**src/rtl/exec_pkg.sv**
```systemverilog
// Shared definitions for the execute unit: op codes, sequencer state encoding
// and the default datapath width.
package exec_pkg;

    localparam int WIDTH_DEF = 16;

    localparam logic [3:0] OP_ADD = 4'd0;
    localparam logic [3:0] OP_SUB = 4'd1;
    localparam logic [3:0] OP_AND = 4'd2;
    localparam logic [3:0] OP_OR  = 4'd3;
    localparam logic [3:0] OP_XOR = 4'd4;
    localparam logic [3:0] OP_SLL = 4'd5;
    localparam logic [3:0] OP_SRL = 4'd6;
    localparam logic [3:0] OP_SRA = 4'd7;
    localparam logic [3:0] OP_MUL = 4'd8;

    typedef enum logic [1:0] {
        S_IDLE = 2'd0,
        S_BUSY = 2'd1,
        S_DONE = 2'd2
    } state_t;

endpackage

```
**src/rtl/execute_alu.sv**
```systemverilog
// Single-cycle combinational operations. Anything outside ADD..SRA (including
// MUL, which the sequencer handles itself) is flagged as an error with a zero result.
module execute_alu
    import exec_pkg::*;
#(
    parameter int WIDTH = WIDTH_DEF
) (
    input  logic [WIDTH-1:0] a,
    input  logic [WIDTH-1:0] b,
    input  logic [3:0]       op,
    output logic [WIDTH-1:0] out,
    output logic             err
);

    localparam int SW = $clog2(WIDTH);

    logic [SW-1:0] shamt;
    assign shamt = b[SW-1:0];

    always_comb begin
        out = '0;
        err = 1'b0;
        case (op)
            OP_ADD:  out = a + b;
            OP_SUB:  out = a - b;
            OP_AND:  out = a & b;
            OP_OR:   out = a | b;
            OP_XOR:  out = a ^ b;
            OP_SLL:  out = a << shamt;
            OP_SRL:  out = a >> shamt;
            OP_SRA:  out = $signed(a) >>> shamt;
            default: err = 1'b1;
        endcase
    end

endmodule

```
**src/rtl/execute_mc.sv**
```systemverilog
// Execute unit: valid/ready sequencer, optional shift-add multiplier and result register.
// Define EXECUTE_MC_MUL_EN to build the multiplier; otherwise op 8 is reported illegal.
//
// state  | meaning
// S_IDLE | waiting for an operation, in_ready=1
// S_BUSY | multiplier iterating one bit per cycle
// S_DONE | result/err held with out_valid=1 until consumed
module execute_mc
    import exec_pkg::*;
#(
    parameter int WIDTH      = WIDTH_DEF,
    parameter int MUL_CYCLES = WIDTH
) (
    input  logic             clk,
    input  logic             rst_n,
    input  logic             in_valid,
    output logic             in_ready,
    input  logic [WIDTH-1:0] data1,
    input  logic [WIDTH-1:0] data2,
    input  logic [WIDTH-1:0] immediate,
    input  logic [3:0]       alu_op,
    input  logic             rt_sel,
    output logic             out_valid,
    input  logic             out_ready,
    output logic [WIDTH-1:0] result,
    output logic             err
);

    state_t           state, state_nxt;
    logic [WIDTH-1:0] b_sel;
    logic [WIDTH-1:0] alu_out;
    logic             alu_err;
    logic             accept;
    logic             is_mul;
    logic             busy_done;

    assign b_sel  = rt_sel ? data2 : immediate;
    assign accept = in_valid && in_ready;

    execute_alu #(.WIDTH(WIDTH)) u_alu (
        .a   (data1),
        .b   (b_sel),
        .op  (alu_op),
        .out (alu_out),
        .err (alu_err)
    );

`ifdef EXECUTE_MC_MUL_EN
    localparam int CW = $clog2(MUL_CYCLES + 1);

    logic [WIDTH-1:0] mul_a, mul_b, acc, step;
    logic [CW-1:0]    cnt;

    assign is_mul    = (alu_op == OP_MUL);
    assign step      = mul_a[0] ? mul_b : '0;
    assign busy_done = (cnt == CW'(MUL_CYCLES - 1));

    // Multiplicand shifts left, multiplier shifts right; product kept modulo 2^WIDTH.
    always_ff @(posedge clk or negedge rst_n) begin
        if (!rst_n) begin
            mul_a <= '0;
            mul_b <= '0;
            acc   <= '0;
            cnt   <= '0;
        end else if (accept && is_mul) begin
            mul_a <= data1;
            mul_b <= b_sel;
            acc   <= '0;
            cnt   <= '0;
        end else if (state == S_BUSY) begin
            mul_a <= mul_a >> 1;
            mul_b <= mul_b << 1;
            acc   <= acc + step;
            cnt   <= cnt + 1'b1;
        end
    end
`else
    logic unused_cfg;
    assign unused_cfg = ^MUL_CYCLES;
    assign is_mul     = 1'b0;
    assign busy_done  = 1'b1;
`endif

    always_ff @(posedge clk or negedge rst_n) begin
        if (!rst_n) state <= S_IDLE;
        else        state <= state_nxt;
    end

    always_comb begin
        state_nxt = state;
        case (state)
            S_IDLE: if (in_valid) state_nxt = is_mul ? S_BUSY : S_DONE;
            S_BUSY: if (busy_done) state_nxt = S_DONE;
            S_DONE: begin
                if (out_ready) begin
                    if (in_valid) state_nxt = is_mul ? S_BUSY : S_DONE;
                    else          state_nxt = S_IDLE;
                end
            end
            default: state_nxt = S_IDLE;
        endcase
    end

    always_comb begin
        in_ready  = 1'b0;
        out_valid = 1'b0;
        case (state)
            S_IDLE: in_ready = rst_n;
            S_DONE: begin
                out_valid = 1'b1;
                in_ready  = rst_n && out_ready;
            end
            default: ;
        endcase
    end

    always_ff @(posedge clk or negedge rst_n) begin
        if (!rst_n) begin
            result <= '0;
            err    <= 1'b0;
        end else if (accept && !is_mul) begin
            result <= alu_out;
            err    <= alu_err;
        end
`ifdef EXECUTE_MC_MUL_EN
        else if (state == S_BUSY && busy_done) begin
            result <= acc + step;
            err    <= 1'b0;
        end
`endif
    end

endmodule

```
**config.mk**
```make
export PLATFORM = sky130hd
export DESIGN_NAME = execute_mc
export DESIGN_NICKNAME = d
export VERILOG_FILES = /design/src/rtl/exec_pkg.sv /design/src/rtl/execute_alu.sv /design/src/rtl/execute_mc.sv
export SDC_FILE = /design/constraint.sdc
export NUM_CORES = 1
export LEC_CHECK = 0
export ABC_CLOCK_PERIOD_IN_PS = 2200
export CORE_MARGIN = 3
export CORE_UTILIZATION = 55
export CTS_BUF_LIST = sky130_fd_sc_hd__clkbuf_2 sky130_fd_sc_hd__clkbuf_4 sky130_fd_sc_hd__clkbuf_8
export CTS_CLUSTER_DIAMETER = 100
export DETAILED_ROUTE_END_ITERATION = 8
export PLACE_DENSITY = 0.85
export SETUP_SLACK_MARGIN = 0.2
export SLEW_MARGIN = 20
export SYNTH_ARGS = -nofsm -noshare
export SYNTH_HDL_FRONTEND = slang
export SYNTH_SLANG_ARGS = --single-unit
```
**constraint.sdc**
```tcl
create_clock -name clk -period 2.2 [get_ports clk]
set_input_delay 0.44 -clock clk [delete_from_list [all_inputs] [get_ports clk]]
set_output_delay 0.44 -clock clk [all_outputs]
set_load 0.03 [all_outputs]
```
==> results.md, run 1 <==
- Run status: stopped before the end
- Stopped at: 5_1_grt
- Error: [ERROR GRT-0116] Global routing finished with congestion. Check the congestion regions in the DRC Viewer.
- Root Driver: clkbuf_8
- Clk sink count: 18
- H-tree levels: 1
- Die Y: 97.5 um
- First-pass GRT wire length: 54.3 mm
- Routability cong.: 1.18
- Share of the synthesized area in the top cell type: 13.3%
- Deepest clock path buffer count: 2
- DP HPWL: 18.3 mm
- Die width: 97.5 um
- Vias in the first global route: 9190
- Yosys warnings: 0
- Post-Syn Instances: 647
- Post-synthesis cell area: 4610 um2
- Grt total ovfl: 65
- Top FF cell, synth: dfrtp_1
- Async set-reset flop share out of synthesis: 100%
- Cts hold-fix bufs: 0
- Avg Synthesized Cell Area: 7.12 um2
- Port bufs: 75
- Largest net degree at the start of global routing: 30
- # IOs: 76
- Initial Utilization: 58.1%
- FP Rows: 32
- Largest cells by area after synthesis: ha_1 (13%), mux2i_1 (10%), dfrtp_1 (9.8%)
- Syn_nets: 754
- CTS buffer count: 3
- Yosys cell types: 68
- Dominant cell type by area after synthesis: ha_1
- GRT Util Overall: 73.1%
- Post-synthesis register bit count: 18
- Share of the yosys chip area belonging to registers: 9.77%
- Post-synth EDFFs: 0
- Placed instance area: 6950 um2
==> cells by family after synthesis <==
| kind of cell | Yosys count | synth area share [%] |
|---|---|---|
| XOR/XNOR | 21 | 3.99 |
| multiplexers | 56 | 14.4 |
| flip-flops | 18 | 9.77 |
| buffers and inverters | 77 | 6.84 |
| AO/OA/AOI/OAI | 210 | 29.4 |
| adder cells (fa/ha/maj) | 50 | 13.7 |
| AND/OR/NAND/NOR | 215 | 21.9 |
==> cell usage after synthesis (7+ instances only) <==
cell	instances
a21oi_1	55
a22oi_1	11
a31oi_1	18
buf_2	7
clkbuf_1	24
dfrtp_1	18
ha_1	49
inv_1	37
mux2i_1	47
nand2_1	67
nand2b_1	10
nand3_1	18
nor2_1	59
nor2b_1	8
nor3_1	20
nor4_1	8
o21a_1	7
o21ai_0	46
o221ai_1	7
o22ai_1	12
xnor2_1	16
==> metal layers <==
layer	GRT usage (%)	overflow
met1	72.3	1
met5	22.5	0
met2	89.0	33
met4	76.0	31
met3	57.5	0
==> repair_timing <==
action	CTS
endpoints found under the setup margin	16
gates cloned	1
setup buffers	26
gates resized for setup	140
pin swaps	59
==> through the flow <==
step	util (%)	setup TNS, ps	worst slack (ps)	instances	hold slack [ps]
CTS	95.8	-10130	-1010	1021	518
detailed placement	87.6	-21900	-1660	991	489
global placement	87.6	-19380	-1440	991	469
floorplan	-	-12870	-1330	647	144
==> run 2: changes to the inputs <==
--- a/config.mk
+++ b/config.mk
@@ -7,12 +7,9 @@
 export LEC_CHECK = 0
 export ABC_CLOCK_PERIOD_IN_PS = 2200
 export CORE_MARGIN = 3
-export CORE_UTILIZATION = 55
-export CTS_BUF_LIST = sky130_fd_sc_hd__clkbuf_2 sky130_fd_sc_hd__clkbuf_4 sky130_fd_sc_hd__clkbuf_8
-export CTS_CLUSTER_DIAMETER = 100
+export CORE_UTILIZATION = 40
 export DETAILED_ROUTE_END_ITERATION = 8
-export PLACE_DENSITY = 0.85
-export SETUP_SLACK_MARGIN = 0.2
+export PLACE_DENSITY_LB_ADDON = 0.15
 export SLEW_MARGIN = 20
 export SYNTH_ARGS = -nofsm -noshare
 export SYNTH_HDL_FRONTEND = slang
==> results.md, run 2 <==
- Run status: finished, violations left
- Failing checks: setup timing
- Endpoints failing hold: 0
- Max_slew headroom: 67.0%
- Fin util: 71.6%
- Routability cong.: 1.05
- Drc violations: 0
- Cts hold-fix bufs: 0
- Async set-reset flop share out of synthesis: 100%
- WL per Instance: 23.3 um
- Total number of vias: 6766
- Die Y: 113 um
- Port bufs: 75
- Antenna cells: 0
- Worst endpoint required time: 2370 ps
- H-tree levels: 1
- Finished layout cell area: 7900 um2
- Syn_nets: 754
- Clk sink count: 18
- Clock Latency Late Sink: 250 ps
- Tmin final: 3420 ps
- Final setup margin: -1220 ps
- Most frequent cells in the layout: buf_4 (237), nand2_1 (61), clkdlybuf4s50_1 (60)
- Initial DRC Count: 644
- Vias in the first global route: 6788
- CTS buffer count: 3
- Post-synthesis cell area: 4610 um2
- Leak: 3.63 nW
- Setup violations, final: 16
- Yosys cell types: 68
- Share of the yosys chip area belonging to registers: 9.77%
- Dominant cell type by area after synthesis: ha_1
- Commonest non-fill, non-tap cell in the layout: buf_4
- CTS tree: yes
- Grt total ovfl: 0
- Avg Synthesized Cell Area: 7.12 um2
- Post-DR vias/cell: 6.24
- Fin crit share: 155%
- Max rail drop VDD: 0.374 mV
- Share of the synthesized area in the top cell type: 13.3%
- Most flops, register: result
- GRT Util Overall: 37.5%
- Deepest clock path buffer count: 2
- Largest net degree at the start of global routing: 27
- Most frequent cell after synthesis: nand2_1
- Synth-to-layout area growth: 71.4%
- Post-synthesis register bit count: 18
- Antenna Nets Post-Route: 0
- Crit Path Category: in2reg
- Post-Route WL: 25.3 mm
- Pwr per Cell Area: 392 nW/um2
- CORE AREA: 11000 um2
- Share of layout cells above drive strength 1: 37.1%
- Antenna violations before repair: 0
- RSZ-0062 raised after global routing: true
- Top FF cell, synth: dfrtp_1
- First-pass GRT wire length: 37.6 mm
- Crit end category: flip-flop
- Number of max-cap violations: 0
- Largest cells by area after synthesis: ha_1 (13%), mux2i_1 (10%), dfrtp_1 (9.8%)
- Critical Path Fanout Max: 7
- Commonest cells post-synth: nand2_1 (67), nor2_1 (59), a21oi_1 (55), ha_1 (49), mux2i_1 (47)
- DP HPWL: 19.6 mm
- Worst-Margin Slew: 490 ps
- Regs by FF count: result (16), err (1), state (1)
- Final #Nets: 1053
- FP Rows: 38
- Post-place setup slack: -1600 ps
- Slew Viols, Final: 0
- Placed instance area: 7190 um2
- Post-Syn Instances: 647
- # IOs: 76
- Reg clk slew, reported paths: 60 ps
- Root Driver: clkbuf_16
- Max reg flops: 16
- Initial Utilization: 41.8%
- Achievable Freq: 292 MHz
- Pwr Total: 3.10 mW
- Die width: 113 um
- Post-synth EDFFs: 0
- Die ar.: 12800 um2
- Yosys warnings: 0
- Worst setup SP type: primary input
- Hold WC Path Type: reg2reg
- First drt pass iteration count: 7
- Worst Path Arrival: 3590 ps
- Hold Slack: 491 ps
- Skew final: 1.15 ps
==> run 2: cell counts after synthesis <==
No cell type changed its count.
==> run 2: final timing paths <==
path / from / end / slack [ps] / cells after the start
max in group asynchronous: rst_n / result[0]$_DFFE_PN0P_ / 1350 / 3
hold reg to reg: err$_DFFE_PN0P_ / err$_DFFE_PN0P_ / 490 / 2
hold / removal: err$_DFFE_PN0P_ / err$_DFFE_PN0P_ / 490 / 2
min in group asynchronous: rst_n / result[7]$_DFFE_PN0P_ / 620 / 2
setup / recovery: rt_sel / result[13]$_DFFE_PN0P_ / -1220 / 16
setup reg to reg: state[1]$_DFFE_PN0P_ / result[10]$_DFFE_PN0P_ / 240 / 8
==> run 2: cell families (layout without fill, tap and decap cells) <==
logic type               Yosys count  in the layout  synth area share (%)
flip-flops                        18             18                  9.77
XOR/XNOR                          21             21                  3.99
buffers and inverters             77            375                  6.84
AO/OA/AOI/OAI                    210            210                  29.4
AND/OR/NAND/NOR                  215            215                  21.9
adder cells (fa/ha/maj)           50             50                  13.7
multiplexers                      56             56                  14.4
==> run 2: layout make-up <==
type                       count  area (um2)
inverter                      39         151
clock buffer                   4        88.8
tap                          140         175
multi-input combinational    552        4250
sequential                    18         450
timing repair buffer         332        2780
fill                         866        3130
==> run 2: per-layer routing <==
metal  vias to the layer above  global-route usage [%]  share of wire [%]
met1                      3196                    45.6                 37
met3                       132                    5.67                9.3
met4                         0                    19.1                7.4
met5                         -                       0                  0
met2                       425                    64.1                 46
li1                       3013                       -                  -
==> run 2: report_power, final <==
part	internal (mW)	switching [mW]
sequential	0.370	0.0256
combinational	1.09	1.19
clock	0.277	0.138
total	1.74	1.36
==> run 2: timing repair <==
item	4_1_cts	5_1_grt
buffers inserted	16	15
setup endpoints to repair	16	16
resized for setup	76	53
pin swaps	33	29
==> run 2: worst max-delay path, stage by stage <==
cell and delay, ps:
buf_12 110, mux2i_4 340, inv_2 100, nor4_4 430, buf_4 220, a21oi_4 70, xnor2_2 150, ha_2 330
o21ai_2 60, or4b_4 550, a21oi_4 180, buf_6 120, o211ai_1 90, a21oi_1 180, nor2b_2 60, a31oi_1 140
==> run 2: stage by stage <==
step	std cells	TNS [ps]
floorplan	647	-12870
finish	1085	-13830
detailed placement	1055	-20620
global route	1085	-14750
global placement	1055	-19480
CTS	1074	-10780
Power figures use the tool's default switching activity.
